File: src/rtl/mini_pkg.sv
// mini_pkg: state encoding and elaboration helpers shared by the MINI datapath blocks.
// Rev 1.0
`default_nettype none

package mini_pkg;

   typedef enum logic {
      ST_IDLE = 1'b0,
      ST_RUN  = 1'b1
   } state_e;

   // Ceiling log2; callers clamp to a 1-bit minimum themselves.
   function automatic int clog2(input int value);
      int r;
      int v;
      r = 0;
      v = value - 1;
      while (v > 0) begin
         r = r + 1;
         v = v >> 1;
      end
      return r;
   endfunction

endpackage

`default_nettype wire

File: src/rtl/digit_adder.sv
// digit_adder: combinational W-bit ripple-carry adder built from FullAdder cells.
// Rev 1.0
`default_nettype none

module digit_adder #(
   parameter int W = 4
) (
   input  logic [W-1:0] A,
   input  logic [W-1:0] B,
   input  logic         CIN,
   output logic [W-1:0] SUM,
   output logic         CARRY
);

   logic [W:0] w_c;

   assign w_c[0] = CIN;

   for (genvar i = 0; i < W; i++) begin : g_fa
      FullAdder u_fa (
         .a    (A[i]),
         .b    (B[i]),
         .cin  (w_c[i]),
         .sum  (SUM[i]),
         .cout (w_c[i+1])
      );
   end

   assign CARRY = w_c[W];

endmodule

`default_nettype wire

File: src/rtl/full_adder.sv
// FullAdder: 1-bit full adder cell.
// Rev 1.0
`default_nettype none

module FullAdder (
   input  logic a,
   input  logic b,
   input  logic cin,
   output logic sum,
   output logic cout
);

   assign sum  = a ^ b ^ cin;
   assign cout = (a & b) | (a & cin) | (b & cin);

endmodule

`default_nettype wire

File: src/rtl/serial_adder.sv
// serial_adder: digit-serial adder/subtractor, DIGIT bits per clock with start/busy/done handshake.
// Rev 1.0
`default_nettype none

module serial_adder #(
   parameter int WIDTH = 16,
   parameter int DIGIT = 4
) (
   input  logic             CLK,
   input  logic             RST_N,
   input  logic             START,
   input  logic [WIDTH-1:0] A,
   input  logic [WIDTH-1:0] B,
   input  logic             CIN,
   input  logic             SUB,
   output logic             BUSY,
   output logic             DONE,
   output logic [WIDTH-1:0] SUM,
   output logic             CARRY,
   output logic             OVERFLOW
);

   import mini_pkg::*;

   localparam int            N    = WIDTH / DIGIT;
   localparam int            CW   = (N > 1) ? clog2(N) : 1;
   localparam logic [CW-1:0] LAST = CW'(N - 1);

   if ((WIDTH % DIGIT) != 0) begin : g_bad_digit
      $error("serial_adder: DIGIT must divide WIDTH exactly");
   end

   state_e           state_q, state_d;
   logic [CW-1:0]    cnt_q, cnt_d;
   logic [WIDTH-1:0] a_sh_q, a_sh_d;
   logic [WIDTH-1:0] b_sh_q, b_sh_d;
   logic [WIDTH-1:0] res_q, res_d;
   logic             carry_q, carry_d;
   logic             busy_q, busy_d;
   logic             done_q, done_d;
   logic [WIDTH-1:0] sum_q, sum_d;
   logic             cout_q, cout_d;
   logic             ovf_q, ovf_d;

   logic [DIGIT-1:0] w_digit_sum;
   logic             w_digit_carry;
   logic [WIDTH-1:0] w_res_next;
   logic             w_ovf;

   digit_adder #(
      .W (DIGIT)
   ) u_digit (
      .A     (a_sh_q[DIGIT-1:0]),
      .B     (b_sh_q[DIGIT-1:0]),
      .CIN   (carry_q),
      .SUM   (w_digit_sum),
      .CARRY (w_digit_carry)
   );

   // New digit enters at the top; after N steps the result is LSB-aligned.
   assign w_res_next = (res_q >> DIGIT) | (WIDTH'(w_digit_sum) << (WIDTH - DIGIT));

   // On the last digit the low bits of the shift registers hold the operand MSBs.
   assign w_ovf = (a_sh_q[DIGIT-1] == b_sh_q[DIGIT-1]) &&
                  (w_digit_sum[DIGIT-1] != a_sh_q[DIGIT-1]);

   always_comb begin
      state_d = state_q;
      cnt_d   = cnt_q;
      a_sh_d  = a_sh_q;
      b_sh_d  = b_sh_q;
      res_d   = res_q;
      carry_d = carry_q;
      busy_d  = busy_q;
      done_d  = 1'b0;
      sum_d   = sum_q;
      cout_d  = cout_q;
      ovf_d   = ovf_q;

      case (state_q)
         ST_IDLE: begin
            if (START) begin
               a_sh_d  = A;
               b_sh_d  = SUB ? ~B : B;
               carry_d = SUB ? 1'b1 : CIN;
               cnt_d   = '0;
               busy_d  = 1'b1;
               state_d = ST_RUN;
            end
         end
         ST_RUN: begin
            a_sh_d  = a_sh_q >> DIGIT;
            b_sh_d  = b_sh_q >> DIGIT;
            res_d   = w_res_next;
            carry_d = w_digit_carry;
            if (cnt_q == LAST) begin
               sum_d   = w_res_next;
               cout_d  = w_digit_carry;
               ovf_d   = w_ovf;
               done_d  = 1'b1;
               busy_d  = 1'b0;
               state_d = ST_IDLE;
            end else begin
               cnt_d = cnt_q + CW'(1);
            end
         end
         default: begin
            busy_d  = 1'b0;
            state_d = ST_IDLE;
         end
      endcase
   end

   always_ff @(posedge CLK) begin
      if (!RST_N) begin
         state_q <= ST_IDLE;
         cnt_q   <= '0;
         a_sh_q  <= '0;
         b_sh_q  <= '0;
         res_q   <= '0;
         carry_q <= 1'b0;
         busy_q  <= 1'b0;
         done_q  <= 1'b0;
         sum_q   <= '0;
         cout_q  <= 1'b0;
         ovf_q   <= 1'b0;
      end else begin
         state_q <= state_d;
         cnt_q   <= cnt_d;
         a_sh_q  <= a_sh_d;
         b_sh_q  <= b_sh_d;
         res_q   <= res_d;
         carry_q <= carry_d;
         busy_q  <= busy_d;
         done_q  <= done_d;
         sum_q   <= sum_d;
         cout_q  <= cout_d;
         ovf_q   <= ovf_d;
      end
   end

   assign BUSY     = busy_q;
   assign DONE     = done_q;
   assign SUM      = sum_q;
   assign CARRY    = cout_q;
   assign OVERFLOW = ovf_q;

endmodule

`default_nettype wire

File: config.mk
export PLATFORM = sky130hd
export DESIGN_NAME = serial_adder
export DESIGN_NICKNAME = d
export VERILOG_FILES = /design/src/rtl/mini_pkg.sv /design/src/rtl/digit_adder.sv /design/src/rtl/full_adder.sv /design/src/rtl/serial_adder.sv
export SDC_FILE = /design/constraint.sdc
export NUM_CORES = 1
export LEC_CHECK = 0
export ABC_AREA = 0
export CAP_MARGIN = 40
export CORE_MARGIN = 2
export CORE_UTILIZATION = 34
export DETAILED_ROUTE_END_ITERATION = 10
export SLEW_MARGIN = 10
export SYNTH_ARGS = -nofsm -noshare
export SYNTH_HDL_FRONTEND = slang
export SYNTH_SLANG_ARGS = --single-unit
File: constraint.sdc
create_clock -name CLK -period 3.5 [get_ports CLK]
set_input_delay 0.7 -clock CLK [delete_from_list [all_inputs] [get_ports CLK]]
set_output_delay 0.7 -clock CLK [all_outputs]
set_load 0.1 [all_outputs]
==> impl_metrics.yaml <==
run_status:
  outcome: "complete, no violations"
timing:
  fmax_mhz: 418
  rsz0062_at_grt: "false"
  hold_viol: 0
  fin_crit_sh: 0.684
  tightest_slew_ns: 0.669
  min_period_ns: 2.39
  setup_viol: 0
  drv_slew: 0
  skew_ns: 0.00759
  timing.slew.headroom: 0.554
  fin_tns_setup_ns: 0
setup_path:
  crit_buf_inv: 3
  reg2reg_from: "carry_q"
  critPathMaxFanout: 3
  end_kind: "flop"
  slowest_delay_ns: 0.44
  arrival_ns: 2.65
  crit_family: "adder cells"
  critPathRequiredTime_ns: 3.76
  startpoint_type: "flop"
  crit_chain: "inv_1 -> fa_1 -> inv_1 -> fa_1 -> fa_1 -> inv_1 -> fa_1 -> xor2_1 -> o31ai_1"
  rrSetupSlack_ns: 1.11
  critPathKind: "reg2reg"
  slowest_stage: "fa_1"
  crit_top_cell: "fa_1"
  startpoint: "carry_q"
pwr:
  peakVddDrop_uv: 232
  intPower_mw: 1.28
  seqPwrFrac: 0.489
  leakagePower_nw: 1.54
  p_switching_mw: 0.436
  power_frac_comb: 0.138
  pwr-share-clk: 0.373
  power_density_nw_per_um2: 426
  swShare: 0.254
clock_tree:
  clkLatencyLatePin_ns: 0.34
  cts_resized: 0
  clk_pin_slew_ns: 0.07
  cts-root-buf: "clkbuf_8"
  clk_path_buf_depth: 2
  cts_buffers: 9
  htreeDepth: 3
  cts.sinks: 68
  cts_tree: "built"
  postCtsHoldBufs: 0
  post-cts-setup-buffers: 0
logic_synthesis:
  async_flop_share: 0
  yosys.area.top_type: "dfxtp_1"
  synth-seq-area-share: 0.462
  synth_edf_count: 0
  synth_flop_cell: "dfxtp_1"
  synthesis.area_um2: 2950
  synth_area_leaders: "dfxtp_1 (46%), mux2i_1 (9.2%), o221ai_2 (5.1%)"
  synthTopCellsByCount: "dfxtp_1 (68), mux2i_1 (27), nand2_1 (19), o21ai_0 (17), xnor2_1 (16)"
  ys_ff_latch: 68
  avgSynthCellArea_um2: 10.6
  syn-instance-count: 277
  syn_nets: 320
  yosysWarnings: 0
  synth.most_common_cell: "dfxtp_1"
  yosysUniqueCellTypes: 34
  yosys.area.top_type_share: 0.462
route:
  firstDrtPassIters: 4
  vias_per_cell: 4.73
  postRouteAntennaNets: 0
  drc: 0
  drtIter0Drc: 56
  detail_route.wl_per_cell_um: 12.5
  routed_wl_um: 5710
  num_vias: 2165
cells_and_area:
  stdcell_count: 458
  drive_gt1_frac: 0.167
  postLayoutCoreUtil: 0.485
  diodes: 0
  areaGrowthSynthToFinish_pct: 36.7
  final_nets: 391
  fin_area_um2: 4030
placed_design:
  gp_congestion: 0.748
  hpwl_um: 4030
  dpl-instance-area_um2: 3830
  dp.cells: 442
  place.port_buffers: 56
hold_path:
  hold_start: "cnt_q[0]"
  hold_class: "reg2reg"
floorplan:
  dieArea_um2: 9430
  rows: 33
  die_w_um: 97.1
  die_y_um: 97.1
  io_pins: 57
  initial_utilization: 0.355
  core_um2: 8300
flow_run:
  drv_cap: 0
grt:
  grt_pass1_vias: 2097
  antenna_found_initial: 0
  overflow: 0
  grt_max_degree: 44
  grtUsageTotal: 0.127
  grt_pass1_wl_um: 9800
flip-flops by register name (all words and copies together) (netlist names):
| register | count |
|---|---|
| SUM | 16 |
| a_sh_q | 16 |
| b_sh_q | 16 |
| res_q | 12 |
| cnt_q | 2 |
| BUSY | 1 |
| CARRY | 1 |
| DONE | 1 |
| OVERFLOW | 1 |
| carry_q | 1 |
| state_q | 1 |
cell families after synthesis:
kind of cell               share of synthesized area
muxes                                         0.0917
buffers and inverters                         0.0764
DFF                                            0.462
adders and majority gates                     0.0357
and+or+nand+nor                                0.102
xor gates and xnor gates                      0.0505
AOI/OAI and AO/OA                              0.182
stage by stage:
| step | setup slack (ns) | power (mW) | hold WS, ns |
|---|---|---|---|
| 2_1_floorplan | 1.18 | 1.02 | 0.429 |
| 3_3_place_gp | 1.12 | 1.08 | 0.448 |
| 3_5_place_dp | 1.06 | 1.10 | 0.451 |
| 4_1_cts | 1.07 | 1.74 | 0.466 |
| 5_1_grt | 0.971 | 1.80 | 0.492 |
| 6_report | 1.11 | 1.72 | 0.463 |
layout by cell type (no fill, tap or decap), types with 3 or more instances in the layout:
cell             netlist  final
a211oi_1               4      4
a21oi_1               15     15
a22o_1                14     14
buf_4                  4      3
buf_8                  1     21
clkbuf_8               0     10
clkdlybuf4s50_1        0     56
dfxtp_1               68     68
fa_1                   4      4
inv_1                  7      7
mux2i_1               27     27
nand2_1               19     19
nand3_1               12     12
nor2_1                10     10
nor2b_1               13     13
o21ai_0               17     17
o221ai_2              10     10
xnor2_1               16     16
layer usage:
layer	global-route usage	vias to the layer above	part of all wire
li1	-	1117	-
met1	0.152	985	0.45
met2	0.210	58	0.47
met3	0.0532	5	0.067
met4	0.0325	0	0.0086
met5	0	-	0
power groups by stage:
stage	combinational, mW	clock, mW	sequential (mW)
CTS	0.238	0.662	0.840
floorplan	0.160	0	0.860
global route	0.260	0.697	0.846
finish	0.236	0.640	0.840
global placement	0.218	0	0.862
detailed placement	0.238	0	0.858
cell type report:
cell class                      instances  area [µm²]
Clock buffer                           10         138
Clock inverter                          6        63.8
Fill cell                             765        4270
Inverter                                9        36.3
Multi-Input combinational cell        178        1360
Sequential cell                        68        1360
Tap cell                              105         131
Timing Repair Buffer                   82         937
path summary, 6_finish.rpt:
| path | end | cells past startpoint |
|---|---|---|
| max | OVERFLOW | 9 |
| min | cnt_q[0] | 1 |
| max reg2reg | OVERFLOW | 9 |
| min reg2reg | cnt_q[0] | 1 |
(Power assumes the default switching activity.)
